### src/rtl/riscv_mem_arbiter.sv
// riscv_mem_arbiter: shares one single-outstanding memory bus between instruction fetch and data ports
module riscv_mem_arbiter #(
    parameter int DATA_WIDTH = 32,
    parameter int BUS_AW     = 32,
    parameter int STARVE_MAX = 4
) (
    input  logic                    clk,
    input  logic                    rst,
    input  logic                    instr_req,
    input  logic [BUS_AW-1:0]       instr_addr,
    output logic                    instr_gnt,
    output logic                    instr_rvalid,
    output logic [DATA_WIDTH-1:0]   instr_rdata,
    input  logic                    data_req,
    input  logic [BUS_AW-1:0]       data_addr,
    input  logic                    data_we,
    input  logic [DATA_WIDTH/8-1:0] data_be,
    input  logic [DATA_WIDTH-1:0]   data_wdata,
    output logic                    data_gnt,
    output logic                    data_rvalid,
    output logic [DATA_WIDTH-1:0]   data_rdata,
    output logic                    bus_req,
    output logic [BUS_AW-1:0]       bus_addr,
    output logic                    bus_we,
    output logic [DATA_WIDTH/8-1:0] bus_be,
    output logic [DATA_WIDTH-1:0]   bus_wdata,
    input  logic                    bus_gnt,
    input  logic                    bus_rvalid,
    input  logic [DATA_WIDTH-1:0]   bus_rdata,
    output logic                    busy
);
    localparam int SW = $clog2(STARVE_MAX + 2);
    localparam logic [SW-1:0] SMAX = SW'(STARVE_MAX);

    typedef enum logic [1:0] {IDLE, REQ, RESP} state_t;

    state_t                    state_q, state_d;
    logic                      owner_q, owner_d;
    logic [BUS_AW-1:0]         addr_q, addr_d;
    logic                      we_q, we_d;
    logic [DATA_WIDTH/8-1:0]   be_q, be_d;
    logic [DATA_WIDTH-1:0]     wdata_q, wdata_d;
    logic [SW-1:0]             starve_q, starve_d;
    logic                      pick_data;

    always_comb begin
        state_d   = state_q;
        owner_d   = owner_q;
        addr_d    = addr_q;
        we_d      = we_q;
        be_d      = be_q;
        wdata_d   = wdata_q;
        starve_d  = starve_q;
        pick_data = data_req && !(instr_req && starve_q == SMAX);
        case (state_q)
            IDLE: if (instr_req || data_req) begin
                state_d  = REQ;
                owner_d  = pick_data;
                addr_d   = pick_data ? data_addr : instr_addr;
                we_d     = pick_data && data_we;
                be_d     = pick_data ? data_be : '1;
                wdata_d  = pick_data ? data_wdata : '0;
                starve_d = (pick_data && instr_req) ? ((starve_q == SMAX) ? SMAX : starve_q + 1'b1) : '0;
            end
            REQ:     if (bus_gnt) state_d = RESP;
            RESP:    if (bus_rvalid) state_d = IDLE;
            default: state_d = IDLE;
        endcase
    end

    always_ff @(posedge clk) begin
        if (rst) begin
            state_q  <= IDLE;
            owner_q  <= 1'b0;
            addr_q   <= '0;
            we_q     <= 1'b0;
            be_q     <= '0;
            wdata_q  <= '0;
            starve_q <= '0;
        end else begin
            state_q  <= state_d;
            owner_q  <= owner_d;
            addr_q   <= addr_d;
            we_q     <= we_d;
            be_q     <= be_d;
            wdata_q  <= wdata_d;
            starve_q <= starve_d;
        end
    end

    // owner_q = 1 means the data port owns the current transaction
    assign bus_req      = state_q == REQ;
    assign bus_addr     = addr_q;
    assign bus_we       = we_q;
    assign bus_be       = be_q;
    assign bus_wdata    = wdata_q;
    assign busy         = state_q != IDLE;
    assign instr_gnt    = bus_req && !owner_q && bus_gnt;
    assign data_gnt     = bus_req && owner_q && bus_gnt;
    assign instr_rvalid = state_q == RESP && !owner_q && bus_rvalid;
    assign data_rvalid  = state_q == RESP && owner_q && bus_rvalid;
    assign instr_rdata  = (state_q == RESP && !owner_q) ? bus_rdata : '0;
    assign data_rdata   = (state_q == RESP && owner_q) ? bus_rdata : '0;
endmodule
### config.mk
export PLATFORM = sky130hd
export DESIGN_NAME = riscv_mem_arbiter
export DESIGN_NICKNAME = d
export VERILOG_FILES = /design/src/rtl/riscv_mem_arbiter.sv
export SDC_FILE = /design/constraint.sdc
export NUM_CORES = 1
export LEC_CHECK = 0
export CAP_MARGIN = 20
export CORE_MARGIN = 4
export CORE_UTILIZATION = 31
export CTS_CLUSTER_DIAMETER = 60
export DETAILED_ROUTE_END_ITERATION = 7
export PLACE_DENSITY = 0.78
export SETUP_SLACK_MARGIN = 0.4
export SKIP_LAST_GASP = 1
export SLEW_MARGIN = 20
export SYNTH_ARGS = -nofsm -noshare
export SYNTH_HDL_FRONTEND = slang
export SYNTH_SLANG_ARGS = --single-unit
export TNS_END_PERCENT = 1
### constraint.sdc
create_clock -name clk -period 1.4 [get_ports clk]
set_input_delay 0.35 -clock clk [delete_from_list [all_inputs] [get_ports clk]]
set_output_delay 0.35 -clock clk [all_outputs]
set_load 0.05 [all_outputs]
==> reports/qor.txt <==
status - finished, violations left
failing checks - negative setup slack
pwr dens - 892 nW/um^2
global-route wire length before repair - 24700 um
Seq cells post-synth - 75
CP endpoint - instr_rdata[29]
Hold Vio Cnt, Final - 0
setup violators final - 138
Clock Root Buffer - clkbuf_16
commonest non-fill, non-tap cell in the layout - buf_12
CTS tree - yes
ranking of synthesized cells by area - dfxtp_1 41%, and2_1 11%, a211oi_2 10%
Setup CP Type - reg -> out
total die area - 13700 um^2
peak supply drop - 0.000599 V
iteration count of the initial detailed-routing pass - 4
Final Max Slew Viols - 0
most frequent cells in the layout - 152 x buf_12, 137 x clkdlybuf4s50_1, 72 x dfxtp_1
Worst setup SP type - flop
CTS Buffer Depth - 2
period utilization - 132%
Max FO, Critical Path - 8
R2R Path End - bus_wdata[11]
final critical-path required period - 1.84 ns
setup TNS - -35.40 ns
Post-Syn Area - 3700 um^2
Tightest Pin Transition - 0.293 ns
Post-Syn Nets - 598
reg2reg start - starve_q[0]
Final Util - 76.0%
GRT Overall Usage - 23.7%
Syn Inst Count - 457
DRC Markers - 0
CP required - 1.05 ns
Data arrival, critical path - 1.49 ns
R2R cell count - 8
Initial Utilization - 32.0%
fraction of layout cells with a size suffix above 1 - 41.7%
Post-Syn Area per Cell - 8.10 um^2
worst skew pair latency - 0.33 ns
height of the die - 117 um
Clk pin slew, worst setup/hold paths - 0.06 ns
final wirelength - 18000 um
Synth top area share - 40.6%
worst hold slack - 0.380 ns
DR WL/cell - 20.2 um
Crit. End Element - output pin
Non-Filler Instances - 890
Filler cells - 754
clk sink count - 75
GRT overflow - 0
dpl ws - -0.450 ns
RSZ-0062 raised after global routing - yes
Worst Setup SP - owner_q
layout net count - 881
Max Fclk - 0.543 GHz
row cnt - 39
R2R Setup Slk - -0.19 ns
Area Growth Syn to Fin - 138%
CTS H-tree lvls - 3
vias in the first global route - 4633
total power draw - 7.84 mW
TritonCTS Buffers - 9
initial drt markers - 200
vias per inst - 5.09
slack of the critical path - -0.442 ns
Placed Instances - 866
Cell Area, Placed - 8380 um^2
I/O pin count - 278
CTS Hold Bufs - 0
fin area - 8790 um^2
core area - 11600 um^2
Cell variety after synth - 28
sequential area share after synthesis - 40.6%
port bufs - 277
Via Count - 4526
max-cap viol count - 0
worst min path class - in -> reg
Max-slew headroom - 80.5%
Setup Skew - 0.00784 ns
GPL Wtd Cong - 0.848
pin count of the biggest net entering global routing - 45
Final ANT Viol Nets - 0
antenna violations before repair - 1
leading area contributor after synthesis - dfxtp_1
die width - 117 um
Final HPWL DP - 14000 um
Leak - 3.46 nW
synth warn - 0
-- cell families after synthesis --
logic type	synth area share (%)
compound gates	21.9
fa+ha+maj	0.676
buf+inv	6.59
flops	40.6
simple gates	30.3
-- worst min path at each step --
stage	start	end	slack (ns)	depth (start not counted)
after floorplan	starve_q[1]	starve_q[1]	0.45	2
after global placement	bus_wdata[19]	bus_wdata[19]	0.48	2
after detailed placement	bus_wdata[8]	bus_wdata[8]	0.49	2
after CTS	rst	bus_wdata[21]	0.39	2
after global routing	rst	bus_addr[6]	0.39	2
final	rst	bus_addr[6]	0.38	2
-- registers in the layout, indices dropped and copies added, names as in the netlist --
name and cells:
bus_we 1, bus_addr 32, bus_wdata 32, state_q 2, owner_q 1, bus_be 4
starve_q 3
-- Yosys cell counts --
cell,instances
dfxtp_1,75
nand2_1,72
and2_1,66
a21oi_1,63
nor2_1,38
nand3_1,36
a211oi_2,30
buf_2,15
clkbuf_1,12
a21oi_2,10
nor3_1,9
buf_4,7
buf_6,5
inv_1,3
a211oi_1,2
ha_1,2
and2_4,1
and3_1,1
and3b_1,1
buf_1,1
nand2_2,1
nand2b_1,1
nand3b_1,1
nor2_2,1
nor2b_1,1
nor3b_2,1
o21a_1,1
o21ai_2,1
-- repair_timing --
action / 4_1_cts / 5_1_grt
pin swaps: 0 / 1
buffers inserted: 0 / 2
resized for setup: 0 / 10
endpoints found under the setup margin: 214 / 214
cloned: 0 / 4
-- cell type report --
class	instances	area [um^2]	area share, %
timing repair buffer	312	4650	52.9
multi-input combinational	339	2150	24.5
sequential	75	1510	17.2
clock buffer	9	225	2.56
tap	143	179	2.04
clock inverter	7	58.8	0.669
inverter	3	11.3	0.128
antenna	2	5.00	0.0569
-- where the power goes --
part	switching, mW	internal, mW	total, mW
clock	0.967	1.23	2.19
combinational	1.56	1.56	3.12
sequential	0.205	2.32	2.53
-- critical path, stage by stage, from the launching register on --
cell	delay, ns
dfxtp_2	0.34
nor3b_4	0.23
buf_6	0.16
buf_6	0.14
and2_4	0.16
buf_12	0.13
-- layer usage --
layer | vias to the layer above | routed length [um] | track usage (%)
met4 | 0 | 955 | 13.7
met1 | 2151 | 5710 | 22.3
met2 | 215 | 9720 | 44.6
li1 | 2111 | - | -
met5 | - | 0 | 0
met3 | 49 | 1620 | 7.71
(Power assumes the default switching activity.)
